===== config.mk =====
export PLATFORM = sky130hd
export DESIGN_NAME = cl2_csr_access_flat
export DESIGN_NICKNAME = d
export VERILOG_FILES = /design/src/rtl/cl2_csr_access_if.sv /design/src/rtl/cl2_csr_access.sv /design/src/flat_wrapper.sv
export SDC_FILE = /design/constraint.sdc
export NUM_CORES = 1
export LEC_CHECK = 0
export ABC_AREA = 1
export CORE_UTILIZATION = 45
export DETAILED_ROUTE_END_ITERATION = 7
export DONT_BUFFER_PORTS = 1
export PLACE_DENSITY_LB_ADDON = 0.15
export SYNTH_ARGS = -nofsm -noshare
export SYNTH_HDL_FRONTEND = slang
export SYNTH_SLANG_ARGS = --single-unit

===== constraint.sdc =====
create_clock -name clk_i -period 1.46 [get_ports clk_i]
set_input_delay 0.292 -clock clk_i [delete_from_list [all_inputs] [get_ports clk_i]]
set_output_delay 0.292 -clock clk_i [all_outputs]
set_load 0.01 [all_outputs]

===== src/rtl/cl2_csr_access_if.sv =====
// Bundle of the execute-stage request/response channel and the CSR array bus.
// The slave modport is the CSR access engine; the master modport is everything around it.
interface cl2_csr_access_if #(
  parameter int XLEN       = 32,
  parameter int ADDR_WIDTH = 12
);
  logic                  req_valid_i;
  logic                  req_ready_o;
  logic [1:0]            req_op_i;
  logic [ADDR_WIDTH-1:0] req_addr_i;
  logic [XLEN-1:0]       req_wdata_i;
  logic                  req_src_zero_i;
  logic [1:0]            priv_i;

  logic [ADDR_WIDTH-1:0] csr_addr_o;
  logic [XLEN-1:0]       csr_rd_dat_i;
  logic                  csr_hit_i;
  logic                  csr_wr_en_o;
  logic [XLEN-1:0]       csr_wr_dat_o;

  logic                  rsp_valid_o;
  logic                  rsp_ready_i;
  logic [XLEN-1:0]       rsp_rdata_o;
  logic                  rsp_illegal_o;

  modport master (
    output req_valid_i, req_op_i, req_addr_i, req_wdata_i, req_src_zero_i, priv_i,
    output csr_rd_dat_i, csr_hit_i, rsp_ready_i,
    input  req_ready_o, csr_addr_o, csr_wr_en_o, csr_wr_dat_o,
    input  rsp_valid_o, rsp_rdata_o, rsp_illegal_o
  );

  modport slave (
    input  req_valid_i, req_op_i, req_addr_i, req_wdata_i, req_src_zero_i, priv_i,
    input  csr_rd_dat_i, csr_hit_i, rsp_ready_i,
    output req_ready_o, csr_addr_o, csr_wr_en_o, csr_wr_dat_o,
    output rsp_valid_o, rsp_rdata_o, rsp_illegal_o
  );
endinterface


===== src/rtl/cl2_csr_access.sv =====
// CSR instruction engine: runs CSRRW/CSRRS/CSRRC as a read-modify-write on the CSR
// array and returns the old value or an illegal-instruction flag to the pipeline.
module cl2_csr_access #(
  parameter int XLEN       = 32,
  parameter int ADDR_WIDTH = 12
) (
  input  logic             clk_i,
  input  logic             rst_i,
  cl2_csr_access_if.slave  bus
);

  typedef enum logic [1:0] {IDLE, READ, WRITE, RESP} state_t;

  localparam logic [1:0] OP_RSV = 2'b00;
  localparam logic [1:0] OP_RW  = 2'b01;
  localparam logic [1:0] OP_RS  = 2'b10;
  localparam logic [1:0] OP_RC  = 2'b11;

  state_t                state;
  logic [1:0]            op_q;
  logic [ADDR_WIDTH-1:0] addr_q;
  logic [XLEN-1:0]       wdata_q;
  logic                  src_zero_q;
  logic [1:0]            priv_q;
  logic [XLEN-1:0]       old_q;

  logic                  req_ready_q;
  logic                  wr_en_q;
  logic [XLEN-1:0]       wr_dat_q;
  logic                  rsp_valid_q;
  logic [XLEN-1:0]       rsp_rdata_q;
  logic                  rsp_illegal_q;

  logic                  do_write;
  logic                  illegal;
  logic [XLEN-1:0]       new_val;

  // Fault and new-value logic only reads latched request fields, never req_* directly.
  always_comb begin
    do_write = (op_q == OP_RW) | ~src_zero_q;
    illegal  = ~bus.csr_hit_i
             | (op_q == OP_RSV)
             | (priv_q < addr_q[9:8])
             | (do_write & (addr_q[11:10] == 2'b11));
    case (op_q)
      OP_RW:   new_val = wdata_q;
      OP_RS:   new_val = bus.csr_rd_dat_i | wdata_q;
      OP_RC:   new_val = bus.csr_rd_dat_i & ~wdata_q;
      default: new_val = bus.csr_rd_dat_i;
    endcase
  end

  always_ff @(posedge clk_i) begin
    if (rst_i) begin
      state         <= IDLE;
      op_q          <= OP_RSV;
      addr_q        <= '0;
      wdata_q       <= '0;
      src_zero_q    <= 1'b0;
      priv_q        <= 2'b00;
      old_q         <= '0;
      req_ready_q   <= 1'b1;
      wr_en_q       <= 1'b0;
      wr_dat_q      <= '0;
      rsp_valid_q   <= 1'b0;
      rsp_rdata_q   <= '0;
      rsp_illegal_q <= 1'b0;
    end else begin
      case (state)
        IDLE: begin
          if (bus.req_valid_i && req_ready_q) begin
            op_q        <= bus.req_op_i;
            addr_q      <= bus.req_addr_i;
            wdata_q     <= bus.req_wdata_i;
            src_zero_q  <= bus.req_src_zero_i;
            priv_q      <= bus.priv_i;
            req_ready_q <= 1'b0;
            state       <= READ;
          end
        end
        READ: begin
          old_q <= bus.csr_rd_dat_i;
          if (illegal) begin
            rsp_rdata_q   <= '0;
            rsp_illegal_q <= 1'b1;
            rsp_valid_q   <= 1'b1;
            state         <= RESP;
          end else if (do_write) begin
            wr_en_q  <= 1'b1;
            wr_dat_q <= new_val;
            state    <= WRITE;
          end else begin
            rsp_rdata_q   <= bus.csr_rd_dat_i;
            rsp_illegal_q <= 1'b0;
            rsp_valid_q   <= 1'b1;
            state         <= RESP;
          end
        end
        WRITE: begin
          wr_en_q       <= 1'b0;
          rsp_rdata_q   <= old_q;
          rsp_illegal_q <= 1'b0;
          rsp_valid_q   <= 1'b1;
          state         <= RESP;
        end
        RESP: begin
          if (bus.rsp_ready_i) begin
            rsp_valid_q <= 1'b0;
            req_ready_q <= 1'b1;
            state       <= IDLE;
          end
        end
        default: state <= IDLE;
      endcase
    end
  end

  // The address only changes on request accept, so it holds outside READ/WRITE.
  assign bus.csr_addr_o    = addr_q;
  assign bus.req_ready_o   = req_ready_q;
  assign bus.csr_wr_en_o   = wr_en_q;
  assign bus.csr_wr_dat_o  = wr_dat_q;
  assign bus.rsp_valid_o   = rsp_valid_q;
  assign bus.rsp_rdata_o   = rsp_rdata_q;
  assign bus.rsp_illegal_o = rsp_illegal_q;

endmodule


===== src/flat_wrapper.sv =====
// flat-port wrapper written by rule: the top's interface ports become plain ports
module cl2_csr_access_flat 
#(
  parameter int XLEN       = 32,
  parameter int ADDR_WIDTH = 12
)
  (clk_i, rst_i, bus_req_valid_i, bus_req_op_i, bus_req_addr_i, bus_req_wdata_i, bus_req_src_zero_i, bus_priv_i, bus_csr_rd_dat_i, bus_csr_hit_i, bus_rsp_ready_i, bus_req_ready_o, bus_csr_addr_o, bus_csr_wr_en_o, bus_csr_wr_dat_o, bus_rsp_valid_o, bus_rsp_rdata_o, bus_rsp_illegal_o);
  cl2_csr_access_if #(.XLEN(XLEN), .ADDR_WIDTH(ADDR_WIDTH)) bus_i ();
  input  logic clk_i;
  input  logic rst_i;
  input wire logic [$bits(bus_i.req_valid_i)-1:0] bus_req_valid_i;
  input wire logic [$bits(bus_i.req_op_i)-1:0] bus_req_op_i;
  input wire logic [$bits(bus_i.req_addr_i)-1:0] bus_req_addr_i;
  input wire logic [$bits(bus_i.req_wdata_i)-1:0] bus_req_wdata_i;
  input wire logic [$bits(bus_i.req_src_zero_i)-1:0] bus_req_src_zero_i;
  input wire logic [$bits(bus_i.priv_i)-1:0] bus_priv_i;
  input wire logic [$bits(bus_i.csr_rd_dat_i)-1:0] bus_csr_rd_dat_i;
  input wire logic [$bits(bus_i.csr_hit_i)-1:0] bus_csr_hit_i;
  input wire logic [$bits(bus_i.rsp_ready_i)-1:0] bus_rsp_ready_i;
  output wire logic [$bits(bus_i.req_ready_o)-1:0] bus_req_ready_o;
  output wire logic [$bits(bus_i.csr_addr_o)-1:0] bus_csr_addr_o;
  output wire logic [$bits(bus_i.csr_wr_en_o)-1:0] bus_csr_wr_en_o;
  output wire logic [$bits(bus_i.csr_wr_dat_o)-1:0] bus_csr_wr_dat_o;
  output wire logic [$bits(bus_i.rsp_valid_o)-1:0] bus_rsp_valid_o;
  output wire logic [$bits(bus_i.rsp_rdata_o)-1:0] bus_rsp_rdata_o;
  output wire logic [$bits(bus_i.rsp_illegal_o)-1:0] bus_rsp_illegal_o;
  assign bus_i.req_valid_i = bus_req_valid_i;
  assign bus_i.req_op_i = bus_req_op_i;
  assign bus_i.req_addr_i = bus_req_addr_i;
  assign bus_i.req_wdata_i = bus_req_wdata_i;
  assign bus_i.req_src_zero_i = bus_req_src_zero_i;
  assign bus_i.priv_i = bus_priv_i;
  assign bus_i.csr_rd_dat_i = bus_csr_rd_dat_i;
  assign bus_i.csr_hit_i = bus_csr_hit_i;
  assign bus_i.rsp_ready_i = bus_rsp_ready_i;
  assign bus_req_ready_o = bus_i.req_ready_o;
  assign bus_csr_addr_o = bus_i.csr_addr_o;
  assign bus_csr_wr_en_o = bus_i.csr_wr_en_o;
  assign bus_csr_wr_dat_o = bus_i.csr_wr_dat_o;
  assign bus_rsp_valid_o = bus_i.rsp_valid_o;
  assign bus_rsp_rdata_o = bus_i.rsp_rdata_o;
  assign bus_rsp_illegal_o = bus_i.rsp_illegal_o;
  cl2_csr_access #(.XLEN(XLEN), .ADDR_WIDTH(ADDR_WIDTH)) u_core (.clk_i(clk_i), .rst_i(rst_i), .bus(bus_i));
endmodule

==> results of run 1 <==
-- cells in the mapped netlist --
master / count / area (um^2)
o21ai_1: 4 / 20.0
clkbuf_1: 45 / 169
nor2_4: 2 / 22.5
buf_2: 12 / 60.1
inv_1: 69 / 259
nand2_2: 3 / 18.8
buf_6: 3 / 33.8
a21oi_2: 1 / 8.76
buf_1: 3 / 11.3
dfxtp_1: 151 / 3020
nor2_1: 151 / 567
buf_4: 6 / 45.0
nand4_2: 1 / 12.5
o21ai_0: 156 / 781
nand2_1: 146 / 548
ha_1: 5 / 62.6
nand3_1: 50 / 250
a21oi_1: 77 / 385
inv_2: 1 / 3.75
clkinv_1: 3 / 11.3
nand4_1: 1 / 6.26
o211ai_1: 32 / 240
-- state kept, by name (all words and copies together) (netlist names), 2 cells and up --
register and count:
u_core.old_q 32, u_core.bus.rsp_rdata_o 32, u_core.bus.csr_addr_o 12, u_core.bus.csr_wr_dat_o 32, u_core.priv_q 2, u_core.state 2
u_core.op_q 2, u_core.wdata_q 32
-- critical path: stages (launching register included) --
cell and delay, ps:
dfxtp_2 330, inv_2 50, ha_4 260, nand2_4 50, nand2_4 70, nand4_4 90
nor2_4 210, buf_6 130, nor2_4 40, buf_12 160, nor2_1 100, nor2_1 50
-- logic make-up after synthesis --
group	Yosys count	synth area share (%)
AO/OA/AOI/OAI	270	21.9
flip-flops	151	46.2
AND/OR/NAND/NOR	354	21.8
buffers and inverters	142	9.07
adder cells (fa/ha/maj)	5	0.957
-- cell type report --
| cell class | count | area [um^2] |
|---|---|---|
| flip-flops and latches | 151 | 3030 |
| inverters | 73 | 277 |
| multi-input cells | 630 | 3300 |
| well taps | 180 | 225 |
| fillers | 1305 | 5760 |
| clock inverters | 11 | 170 |
| repair buffers | 65 | 818 |
| clock buffers | 21 | 460 |
-- cells in the final DEF, fill, tap and decap left out --
cell,synthesis,final
a21oi_1,77,76
dlygate4sd3_1,0,9
inv_1,69,67
nand3_1,50,46
nor2_4,2,12
buf_12,0,14
nor2_2,0,28
o21ai_2,0,27
inv_6,0,2
clkinv_1,3,1
ha_4,0,2
nand3_2,0,4
dfxtp_4,0,1
clkinvlp_4,0,3
o21ai_4,0,3
nor2_1,151,114
buf_16,0,2
clkbuf_8,0,3
ha_2,0,3
nand2_4,0,3
o21ai_0,156,126
o21ai_1,4,4
dfxtp_2,0,2
nand2_1,146,141
nand4_1,1,1
buf_4,6,29
o211ai_1,32,32
buf_8,0,2
a21oi_2,1,2
clkbuf_1,45,2
buf_6,3,5
dfxtp_1,151,148
clkbuf_16,0,20
inv_2,1,3
nand2_2,3,5
bufinv_16,0,4
clkinv_2,0,4
nand4_4,0,1
-- power by group --
part	leakage (nW)	switching, mW	internal [mW]
combinational	1.80	4.01	2.61
clock	0.300	1.73	2.96
sequential	1.24	0.827	5.25
-- metrics by stage --
stage	setup WS, ps	cell area (um^2)	util, %
after floorplan	-14.3	6600	-
after detailed placement	-331	6870	48.9
after CTS	-117	7840	55.8
final	-187	8280	59.0
after global placement	-277	6870	48.9
after global routing	-255	8280	59.0
-- layer usage --
layer | global-route usage, % | part of all wire [%] | up-vias
met4 | 10.4 | 2.9 | 2
met5 | 0 | 0.067 | -
met2 | 38.1 | 45 | 294
met1 | 33.8 | 43 | 2889
li1 | - | - | 3053
met3 | 7.57 | 9.1 | 48
-- worst max-delay path by stage --
stage / slack, ps / depth (start not counted) / to
3_5_place_dp: -330 / 8 / u_core.bus.rsp_rdata_o[0]
5_1_grt: -260 / 11 / u_core.bus.rsp_rdata_o[16]
6_report: -190 / 11 / u_core.bus.rsp_rdata_o[16]
3_3_place_gp: -280 / 8 / u_core.bus.rsp_rdata_o[0]
4_1_cts: -120 / 11 / u_core.bus.rsp_rdata_o[7]
2_1_floorplan: -10 / 10 / u_core.bus.rsp_rdata_o[0]
-- what timing repair did --
item	4_1_cts	5_1_grt
gates cloned	3	4
hold buffers	9	0
setup endpoints to repair	72	90
pin swaps	8	35
endpoints found under the hold margin	23	0
buffers inserted	10	4
resized for setup	42	109
==> flow_metrics.py, run 1 <==
metrics = {
    "run_status": {
        "status": "complete, but fails checks",
        "violations": "setup timing",
    },
    "clocking": {
        "cts_root_buf": "clkbuf_16",
        "clk_pin_slew_worst_paths_ps": 60,
        "htreeDepth": 4,
        "cts_buffer_depth": 2,
        "cts_tree": "built",
        "cts_buffers": 17,
        "cts_sinks": 151,
        "clkLatencyLatePin_ps": 430,
    },
    "detailed_routing": {
        "via_per_inst": 5.56,
        "wl_per_cell_um": 17.1,
        "first_iter_violations": 551,
        "postRouteAntennaNets": 0,
        "routed_wl_um": 19400,
        "drc": 0,
        "vias": 6286,
        "dr.pass1.iters": 5,
    },
    "global_route": {
        "grt_overflow": 0,
        "grt_start_max_net_pins": 59,
        "grt.total_usage_pct": 25.4,
        "grt_pass1_vias": 5678,
        "grt_pass1_wl_um": 29000,
        "antenna_found_initial": 1,
    },
    "pwr": {
        "power.total_mw": 17.4,
        "p_leak_nw": 3.34,
        "p_per_area_nw_per_um2": 2100,
        "vdd_drop_max_v": 0.00113,
    },
    "sta": {
        "fin_ws_ps": -187,
        "timing.setup.tns_ps": -9640,
        "slew_headroom_pct": 60.7,
        "slew_violations": 0,
        "period_needed_ps": 1650,
        "setup_violations": 67,
        "finClkSkew_ps": 7.24,
        "finalHoldViolations": 0,
        "rsz0062_at_grt": "yes",
        "fin_crit_sh_pct": 113,
        "timing.fmax_ghz": 0.607,
        "whs_ps": 17.9,
        "tightest_slew_ps": 588,
    },
    "placed_design": {
        "portBuffers": 0,
        "hpwl_um": 12100,
        "dpl.cell_count": 1071,
        "gp_congestion": 0.871,
    },
    "critical_path": {
        "crit_start": "u_core.bus.csr_addr_o[9]",
        "worst-setup-path-type": "reg -> reg",
        "timing.rr.end": "u_core.bus.rsp_rdata_o[16]",
        "r2r_slack_ps": -190,
        "worst_ep_required_time_ps": 1780,
        "critPathLaunchType": "register",
        "crit_arrival_ps": 1970,
        "setup.worst_path.end_class": "register",
        "ff2ff_path_depth": 11,
        "r2r_start": "u_core.bus.csr_addr_o[9]",
        "cp_max_fo": 17,
    },
    "final_layout": {
        "layoutNonFillerInstCount": 1131,
        "drive_above_1_share_pct": 19.3,
        "nets": 1029,
        "antenna_cells": 0,
        "area_growth_pct": 26.6,
    },
    "die": {
        "die_w_um": 123,
        "initial_utilization_pct": 46.6,
        "pin_count": 166,
        "core_area_um2": 14000,
        "dieArea_um2": 15000,
        "row_count": 43,
        "die_y_um": 123,
    },
    "logic_synthesis": {
        "postSynthCellCount": 922,
        "syn_area_per_cell_um2": 7.09,
        "synth_nets": 1013,
        "ys_warn_count": 0,
        "ys_seq_area_share_pct": 46.2,
        "synth-seq-cells": 151,
        "ys_types": 22,
        "synth_area_um2": 6540,
    },
    "run": {
        "drv_cap": 0,
    },
    "worst_hold_path": {
        "min_to": "u_core.old_q[17]",
        "holdCritPathClass": "in -> reg",
        "hp-start": "bus_csr_rd_dat_i[17]",
        "whs_path_depth": 2,
    },
}
Power figures use the tool's default switching activity.
==> run 2, diff against run 1 <==
--- a/config.mk
+++ b/config.mk
@@ -6,9 +6,11 @@
 export NUM_CORES = 1
 export LEC_CHECK = 0
 export ABC_AREA = 1
+export CORE_ASPECT_RATIO = 1.4
 export CORE_UTILIZATION = 45
 export DETAILED_ROUTE_END_ITERATION = 7
 export DONT_BUFFER_PORTS = 1
+export GPL_ROUTABILITY_DRIVEN = 0
 export PLACE_DENSITY_LB_ADDON = 0.15
 export SYNTH_ARGS = -nofsm -noshare
 export SYNTH_HDL_FRONTEND = slang
==> run 2 against run 1 <==
The run still ends with setup timing left. Critical endpoint is now u_core.bus.rsp_rdata_o[22]. Largest cell class unchanged. Cell area fell by 4.5%. Non-clock buffer count fell by 10. Core utilization fell by 2.7 points. Global-route usage fell by 0.19 points. Via count fell by 1.7%. Cell count fell by 0.44%.
==> flow_metrics.py, run 2 (same netlist as run 1, synthesis figures left out) <==
metrics = {
    "clocking": {
        "cts_buffer_depth": 2,
        "cts_sinks": 151,
        "cts_tree": "built",
        "clk_pin_slew_worst_paths_ps": 70,
        "cts_root_buf": "clkbuf_16",
        "clkLatencyLatePin_ps": 420,
        "htreeDepth": 4,
        "cts_buffers": 17,
    },
    "final_layout": {
        "layoutNonFillerInstCount": 1126,
        "antenna_cells": 0,
        "area_growth_pct": 20.9,
        "nets": 1019,
        "n_fill_cell": 1337,
        "drive_above_1_share_pct": 15.1,
        "layout_commonest_cell": "o21ai_0",
        "final_cell_mix": "o21ai_0 (154), dfxtp_1 (147), nand2_1 (141), nor2_1 (124), a21oi_1 (77)",
    },
    "critical_path": {
        "critPathTopFamily": "buffers and inverters",
        "worstSetupEndpoint": "u_core.bus.rsp_rdata_o[22]",
        "r2r_start": "u_core.bus.csr_addr_o[9]",
        "cp_max_fo": 9,
        "worst-setup-path-type": "reg -> reg",
        "path_buf_inv": 4,
        "path_depth": 11,
        "r2r_slack_ps": -180,
        "crit_chain": "inv_2, ha_4, nand2_2, nand2_4, buf_6, nand4_1, buf_6, clkbuf_16, nand3_1, nand2_1, nor2_1",
        "setup.worst_path.end_class": "register",
        "timing.rr.end": "u_core.bus.rsp_rdata_o[22]",
        "cp_common_cell": "buf_6",
        "ff2ff_path_depth": 11,
        "critPathLaunchType": "register",
        "crit_arrival_ps": 1950,
        "crit_slowest_cell": "dfxtp_2",
        "worst_ep_required_time_ps": 1770,
        "crit_start": "u_core.bus.csr_addr_o[9]",
        "cp_slowest_stage_delay_ps": 320,
    },
    "detailed_routing": {
        "drc": 0,
        "first_iter_violations": 317,
        "via_per_inst": 5.48,
        "routed_wl_um": 19700,
        "dr.pass1.iters": 5,
        "vias": 6176,
        "postRouteAntennaNets": 0,
        "wl_per_cell_um": 17.5,
    },
    "placed_design": {
        "hpwl_um": 12800,
        "dpl.cell_count": 1078,
        "portBuffers": 0,
    },
    "global_route": {
        "grt_pass1_vias": 5911,
        "grt.total_usage_pct": 25.2,
        "grt_overflow": 0,
        "grt_start_max_net_pins": 60,
        "antenna_found_initial": 0,
        "grt_pass1_wl_um": 29300,
    },
    "die": {
        "initial_utilization_pct": 46.6,
        "dieArea_um2": 15000,
        "die_y_um": 145,
        "die_w_um": 104,
        "row_count": 51,
        "pin_count": 166,
        "core_area_um2": 14000,
    },
    "pwr": {
        "vdd_drop_max_v": 0.00106,
        "power.total_mw": 16.6,
        "p_per_area_nw_per_um2": 2100,
        "p_leak_nw": 3.28,
    },
    "sta": {
        "tightest_slew_ps": 560,
        "setup_violations": 66,
        "slew_violations": 0,
        "fin_crit_sh_pct": 112,
        "timing.setup.tns_ps": -9020,
        "finalHoldViolations": 0,
        "timing.fmax_ghz": 0.611,
        "slew_headroom_pct": 62.6,
        "period_needed_ps": 1640,
        "fin_ws_ps": -177,
        "rsz0062_at_grt": "yes",
        "finClkSkew_ps": 11.0,
    },
    "run": {
        "drv_cap": 0,
    },
    "run_status": {
        "violations": "setup timing",
        "status": "complete, but fails checks",
    },
    "worst_hold_path": {
        "holdCritPathClass": "in -> reg",
    },
}
[run 2: power by group]
| part | internal, mW | switching [mW] |
|---|---|---|
| Combinational | 2.43 | 3.81 |
| Sequential | 5.25 | 0.770 |
| Clock | 2.51 | 1.82 |
| Total | 10.2 | 6.41 |
[run 2: worst min path at each step]
| stage | start | endpoint | slack [ps] | cells after the start |
|---|---|---|---|---|
| floorplan | bus_csr_rd_dat_i[31] | u_core.old_q[31] | 430 | 2 |
| global placement | rst_i | u_core.bus.csr_addr_o[11] | 360 | 1 |
| detailed placement | rst_i | u_core.bus.csr_addr_o[11] | 370 | 1 |
| CTS | bus_csr_rd_dat_i[27] | u_core.old_q[27] | 4 | 2 |
| global route | bus_req_addr_i[4] | u_core.bus.csr_addr_o[4] | 10 | 2 |
| finish | bus_csr_rd_dat_i[28] | u_core.old_q[28] | 10 | 2 |
[run 2: metal layers]
layer  GRT usage, %  wire (um)  part of all wire, %
met5              0          0                    0
met4           12.6        622                  3.2
met3           7.80       1370                  6.9
met2           47.7      10500                   53
met1           24.7       7230                   37
[run 2: metrics by stage]
stage / hold WS (ps) / util, % / cell area (um^2) / worst slack, ps
floorplan: 427 / - / 6600 / -14.3
global placement: 363 / 49.2 / 6910 / -247
detailed placement: 365 / 49.2 / 6910 / -293
CTS: 3.88 / 54.7 / 7680 / -164
global route: 11.2 / 56.3 / 7900 / -284
finish: 10.2 / 56.3 / 7900 / -177
[run 2: final cells by class]
| cell class | count | area (um^2) | share of cell area (%) |
|---|---|---|---|
| clock buffers | 21 | 470 | 5.95 |
| clock inverters | 11 | 114 | 1.44 |
| inverters | 73 | 277 | 3.50 |
| multi-input cells | 630 | 3090 | 39.0 |
| flip-flops and latches | 151 | 3030 | 38.3 |
| well taps | 185 | 231 | 2.93 |
| repair buffers | 55 | 698 | 8.83 |
[run 2: timing repair]
item / 4_1_cts / 5_1_grt
setup endpoints to repair: 76 / 106
pin swaps: 3 / 6
endpoints found under the hold margin: 15 / 0
cloned: 2 / 6
hold buffers: 1 / 0
gates resized for setup: 30 / 29
buffers inserted: 6 / 1
==> run 3, diff against run 2 <==
--- a/config.mk
+++ b/config.mk
@@ -6,8 +6,9 @@
 export NUM_CORES = 1
 export LEC_CHECK = 0
 export ABC_AREA = 1
+export CAP_MARGIN = 20
 export CORE_ASPECT_RATIO = 1.4
-export CORE_UTILIZATION = 45
+export CORE_UTILIZATION = 35
 export DETAILED_ROUTE_END_ITERATION = 7
 export DONT_BUFFER_PORTS = 1
 export GPL_ROUTABILITY_DRIVEN = 0
==> run 3 against run 2 <==
The flow still finishes with violations (setup timing). Sequential share of layout area fell by 2.7 points. Sequential power is essentially flat. Wire length up 12%. Core utilization shrank 9.4 points. Power up 7.4%. Maximum frequency increased by 2.7%. Worst hold slack better by 5.0 ps. Largest cell class unchanged. Largest power group unchanged.
==> flow_metrics.py, run 3 (same netlist as run 1, synthesis figures left out) <==
metrics = {
    "run": {
        "drv_cap": 0,
    },
    "sta": {
        "slew_headroom_pct": 61.2,
        "fin_ws_ps": -134,
        "tightest_slew_ps": 580,
        "setup_violations": 66,
        "timing.fmax_ghz": 0.627,
        "finalHoldViolations": 0,
        "finClkSkew_ps": 9.71,
        "whs_ps": 15.2,
        "period_needed_ps": 1590,
        "rsz0062_at_grt": "yes",
        "slew_violations": 0,
        "timing.setup.tns_ps": -6420,
        "fin_crit_sh_pct": 109,
    },
    "clocking": {
        "htreeDepth": 4,
        "cts_buffers": 17,
        "cts_buffer_depth": 2,
        "clk_pin_slew_worst_paths_ps": 60,
        "clkLatencyLatePin_ps": 420,
        "cts_tree": "built",
        "cts_sinks": 151,
        "cts_root_buf": "clkbuf_16",
    },
    "critical_path": {
        "r2r_start": "u_core.bus.csr_addr_o[9]",
        "r2r_slack_ps": -130,
        "cp_max_fo": 17,
        "ff2ff_path_depth": 11,
        "critPathLaunchType": "register",
        "setup.worst_path.end_class": "register",
        "crit_arrival_ps": 1910,
        "timing.rr.end": "u_core.bus.rsp_rdata_o[16]",
        "worst_ep_required_time_ps": 1770,
        "worst-setup-path-type": "reg -> reg",
    },
    "final_layout": {
        "multi_input_area_um2": 3250,
        "seq_area_um2": 3030,
        "n_fill_cell": 1867,
        "drive_above_1_share_pct": 20.6,
        "final_cell_mix": "dfxtp_1 (147), nand2_1 (139), o21ai_0 (117), nor2_1 (115), a21oi_1 (76)",
        "area_growth_pct": 30.2,
        "nets": 1037,
        "layout_commonest_cell": "dfxtp_1",
        "layoutNonFillerInstCount": 1199,
    },
    "global_route": {
        "grt_start_max_net_pins": 58,
        "grt_overflow": 0,
        "grt_pass1_vias": 5680,
        "antenna_found_initial": 1,
        "grt_pass1_wl_um": 31800,
        "grt.total_usage_pct": 21.7,
    },
    "placed_design": {
        "portBuffers": 0,
        "dpl.cell_count": 1139,
        "hpwl_um": 13500,
        "dp_slack_ps": -305,
    },
    "die": {
        "pin_count": 166,
        "dieArea_um2": 19200,
        "core_area_um2": 18100,
        "die_w_um": 118,
        "row_count": 58,
        "die_y_um": 164,
        "initial_utilization_pct": 36.0,
    },
    "detailed_routing": {
        "wl_met2_um": 11700,
        "dr_wl_met3_um": 1290,
        "top_layer": "met4",
        "vias": 6113,
        "routed_wl_um": 22100,
        "wl_met1_um": 8660,
        "wl_per_cell_um": 18.4,
        "via_per_inst": 5.10,
        "first_iter_violations": 372,
        "postRouteAntennaNets": 0,
        "dr.pass1.iters": 4,
        "drc": 0,
    },
    "pwr": {
        "power.total_mw": 17.8,
        "p_per_area_nw_per_um2": 2090,
        "vdd_drop_max_v": 0.000983,
        "p_leak_nw": 3.46,
    },
    "worst_hold_path": {
        "min_to": "u_core.old_q[31]",
        "hp-start": "bus_csr_rd_dat_i[31]",
        "whs_path_depth": 2,
        "holdCritPathClass": "in -> reg",
    },
    "run_status": {
        "violations": "setup timing",
        "status": "complete, but fails checks",
    },
}
run 3: changes by cell type in the layout (fill, tap and decap cells not counted), moves of 4 or more:
| cell | change |
|---|---|
| nor2_2 | +9 |
| o21ai_1 | +18 |
| nand3_2 | +4 |
| buf_6 | +4 |
| o21ai_0 | -37 |
| o21ai_2 | +19 |
| bufinv_16 | +4 |
| buf_16 | +4 |
| buf_4 | +4 |
| nor2_1 | -9 |
| nand3_1 | -4 |
run 3: worst max path at each step:
stage,cells after the start,from,endpoint,slack [ps]
final,11,u_core.bus.csr_addr_o[9],u_core.bus.rsp_rdata_o[16],-130
after global routing,11,u_core.bus.csr_addr_o[9],u_core.bus.rsp_rdata_o[16],-220
after CTS,11,u_core.bus.csr_addr_o[9],u_core.bus.rsp_rdata_o[0],-80
after detailed placement,8,u_core.priv_q[1],u_core.bus.rsp_rdata_o[4],-300
after global placement,8,u_core.priv_q[1],u_core.bus.rsp_rdata_o[0],-270
after floorplan,10,u_core.bus.csr_addr_o[9],u_core.bus.rsp_rdata_o[0],-10
run 3: area by class of cell:
type	instances	share of cell area [%]
Clock inverter	12	2.35
Timing Repair Buffer	73	11.8
Sequential cell	151	35.6
Inverter	73	3.29
Antenna cell	1	0.0294
Multi-Input combinational cell	630	38.2
Clock buffer	19	5.20
Tap cell	240	3.53
run 3: where the power goes:
group	total, mW	internal (mW)	switching (mW)
sequential	6.04	5.25	0.789
combinational	6.92	2.86	4.06
clock	4.86	3.07	1.79
total	17.8	11.2	6.64
run 3: routing by layer:
layer | vias to the layer above | track usage [%]
met5 | - | 0
met2 | 157 | 40.4
met1 | 2858 | 23.1
met3 | 22 | 6.74
met4 | 0 | 7.11
li1 | 3076 | -
run 3: stage by stage:
step	cell area [um^2]	util, %
3_5_place_dp	7050	38.9
3_3_place_gp	7050	38.9
6_report	8510	46.9
5_1_grt	8510	46.9
4_1_cts	8090	44.6
2_1_floorplan	6600	-
run 3: worst max-delay path, stage by stage, from the launching register on:
cell and delay [ps]:
dfxtp_2 330, inv_2 50, ha_4 260, nand2_4 40, nand2_4 70, nand4_4 90
nor2_4 140, buf_6 140, nor2_4 40, buf_12 160, nor2_1 100, nor2_1 50
run 3: timing repair:
action,in CTS,in global routing
endpoints found under the setup margin,67,99
hold endpoints to repair,16,0
hold buffers,2,0
cloned,7,7
buffers inserted,11,2
resized for setup,48,102
pin swaps,8,22
==> edit, RTL diff (settings of run 2) <==
Reset style: asynchronous (`rst_i`), changed in one clocked block.
--- a/src/rtl/cl2_csr_access.sv
+++ b/src/rtl/cl2_csr_access.sv
@@ -51,5 +51,5 @@
   end
 
-  always_ff @(posedge clk_i) begin
+  always_ff @(posedge clk_i or posedge rst_i) begin
     if (rst_i) begin
       state         <= IDLE;
Check against the original RTL: differs if rst_i is asserted again (counterexample within 4 cycles, from zero or initial values and one cycle with rst_i high); with rst_i held inactive, the same outputs for 4 cycles.
==> edit against run 2 <==
- the flow still finishes with violations (negative setup slack)
- worst hold slack is essentially flat
- synthesized area grew 7.5%
- sequential cell count is the same
- via count shrank 3.9%
- worst setup slack gained 0.072 ns
- cell area grew 16%
- total power grew 35%
- wire length grew 2.9%
- fmax grew 4.6%
- critical path type unchanged
- critical endpoint is now u_core.bus.csr_wr_dat_o[11]
==> edit: results (changes against run 2) <==
| Metric | Value |
|---|---|
| Met3 Usage GRT | 6.533% (was 7.796%) |
| Final Worst Setup Slack | -0.1049 ns (was -0.1772 ns) |
| Vias in the first global route | 5733 (was 5911) |
| Worst Hold End | u_core.wdata_q[17] (was u_core.old_q[28]) |
| Outcome | finished with violations (unchanged) |
| Top_reg_cell synth | dfrtp_1 (was dfxtp_1) |
| Skew-Pair Late Insertion Delay | 0.42 ns (about the same) |
| Worst VDD drop | 1.504 mV (was 1.064 mV) |
| Met2 wire length | 10380 um (was 10490 um) |
| Met2 GRT Util | 39.58% (was 47.68%) |
| Clock skew | 0.008046 ns (was 0.01101 ns) |
| Initial DRC count | 208 (was 317) |
| Synth top area cells | dfrtp_1, nand2_1, nand3_1 (was dfxtp_1, o21ai_0, nor2_1) |
| Fraction of layout cells with a size suffix above 1 | 23.05% (was 15.09%) |
| Fillers | 1305 (was 1337) |
| Slowest CP cell | dfrtp_1 (was dfxtp_2) |
| Global-route met1 utilization | 29.55% (was 24.74%) |
| Seq/Total Area, Yosys | 53.79% (was 46.23%) |
| Hold Startpoint | bus_req_wdata_i[17] (was bus_csr_rd_dat_i[28]) |
| Largest net degree at the start of global routing | 65 (was 60) |
| Total Wirelength | 20280 um (was 19710 um) |
| Worst hold slack | 0.01057 ns (was 0.01023 ns) |
| Async S/R FF share, synth | 100.0% (was 0%) |
| Slew @ Worst Pin | 0.4624 ns (was 0.5599 ns) |
| DP HPWL | 12670 um (was 12800 um) |
| Reg2reg path depth | 10 (was 11) |
| Vias | 5934 (was 6176) |
| Setup-failing EPs final | 108 (was 66) |
| Slowest Stage Delay on Critical Path | 0.38 ns (was 0.32 ns) |
| CP Max Fanout | 6 (was 9) |
| Worst Setup EP | u_core.bus.csr_wr_dat_o[11] (was u_core.bus.rsp_rdata_o[22]) |
| M1 WL | 7866 um (was 7231 um) |
| Net Count, Synth | 960 (was 1013) |
| Worst slack, placed | -0.09330 ns (was -0.2933 ns) |
| Commonest cells post-synth | nand2_1, dfrtp_1, inv_1, nor2_1, nand3_1 (was o21ai_0, dfxtp_1, nor2_1, nand2_1, a21oi_1) |
| Nets@finish | 1002 (was 1019) |
| First-pass GRT wire length | 29740 um (was 29300 um) |
| Failing checks | negative setup slack (unchanged) |
| GRT Total Usage | 24.11% (was 25.16%) |
edit: cell types whose count changed in the layout (fill, tap and decap cells not counted), sizes merged, moves of 6 or more:
cell,before,now
a21oi,78,38
buf,50,63
clkbuf,25,31
dfrtp,0,150
dfxtp,151,0
inv,73,82
mux2,0,13
nand2,149,285
nand3,50,69
nor2,154,70
o21ai,160,68
edit: through the flow:
stage	instances	TNS [ns]	cell area [um^2]
3_5_place_dp	1051	-4.659	7546
2_1_floorplan	869	-111.69	7072
4_1_cts	1094	-2.333	8391
3_3_place_gp	1051	-1.912	7546
5_1_grt	1116	-13.29	9189
6_report	1116	-5.627	9189
edit: timing repair:
item,4_1_cts,5_1_grt
hold endpoints to repair,85,1
buffers inserted,7,5
gates cloned,4,16
setup endpoints to repair,69,105
hold buffers,1,1
pin swaps,8,11
resized for setup,34,111
edit: area by class of cell:
cell class / count / area, um^2 / area share, %
Clock buffer: 19 / 452.9 / 4.929
Multi-Input combinational cell: 582 / 3137 / 34.14
Timing Repair Buffer: 77 / 1130 / 12.30
Clock inverter: 13 / 121.4 / 1.321
Tap cell: 192 / 240.2 / 2.614
Sequential cell: 151 / 3781 / 41.15
Inverter: 82 / 326.6 / 3.554
edit: cells by family (layout without fill, tap and decap cells):
kind of cell / Yosys count / after routing / synth area share [%]
AO/OA/AOI/OAI: 138 / 138 / 11.13
buffers and inverters: 136 / 191 / 7.888
flip-flops: 151 / 151 / 53.79
multiplexers: 13 / 13 / 2.083
AND/OR/NAND/NOR: 426 / 426 / 24.22
adder cells (fa/ha/maj): 5 / 5 / 0.8903
edit: report_power, final:
part           leakage, uW  switching (uW)  total [uW]  internal [uW]
registers          0.00184            1410        7410           6000
clock network     0.000268            1790        4240           2450
logic              0.00255            6000       10700           4700
total              0.00466            9200       22300          13100
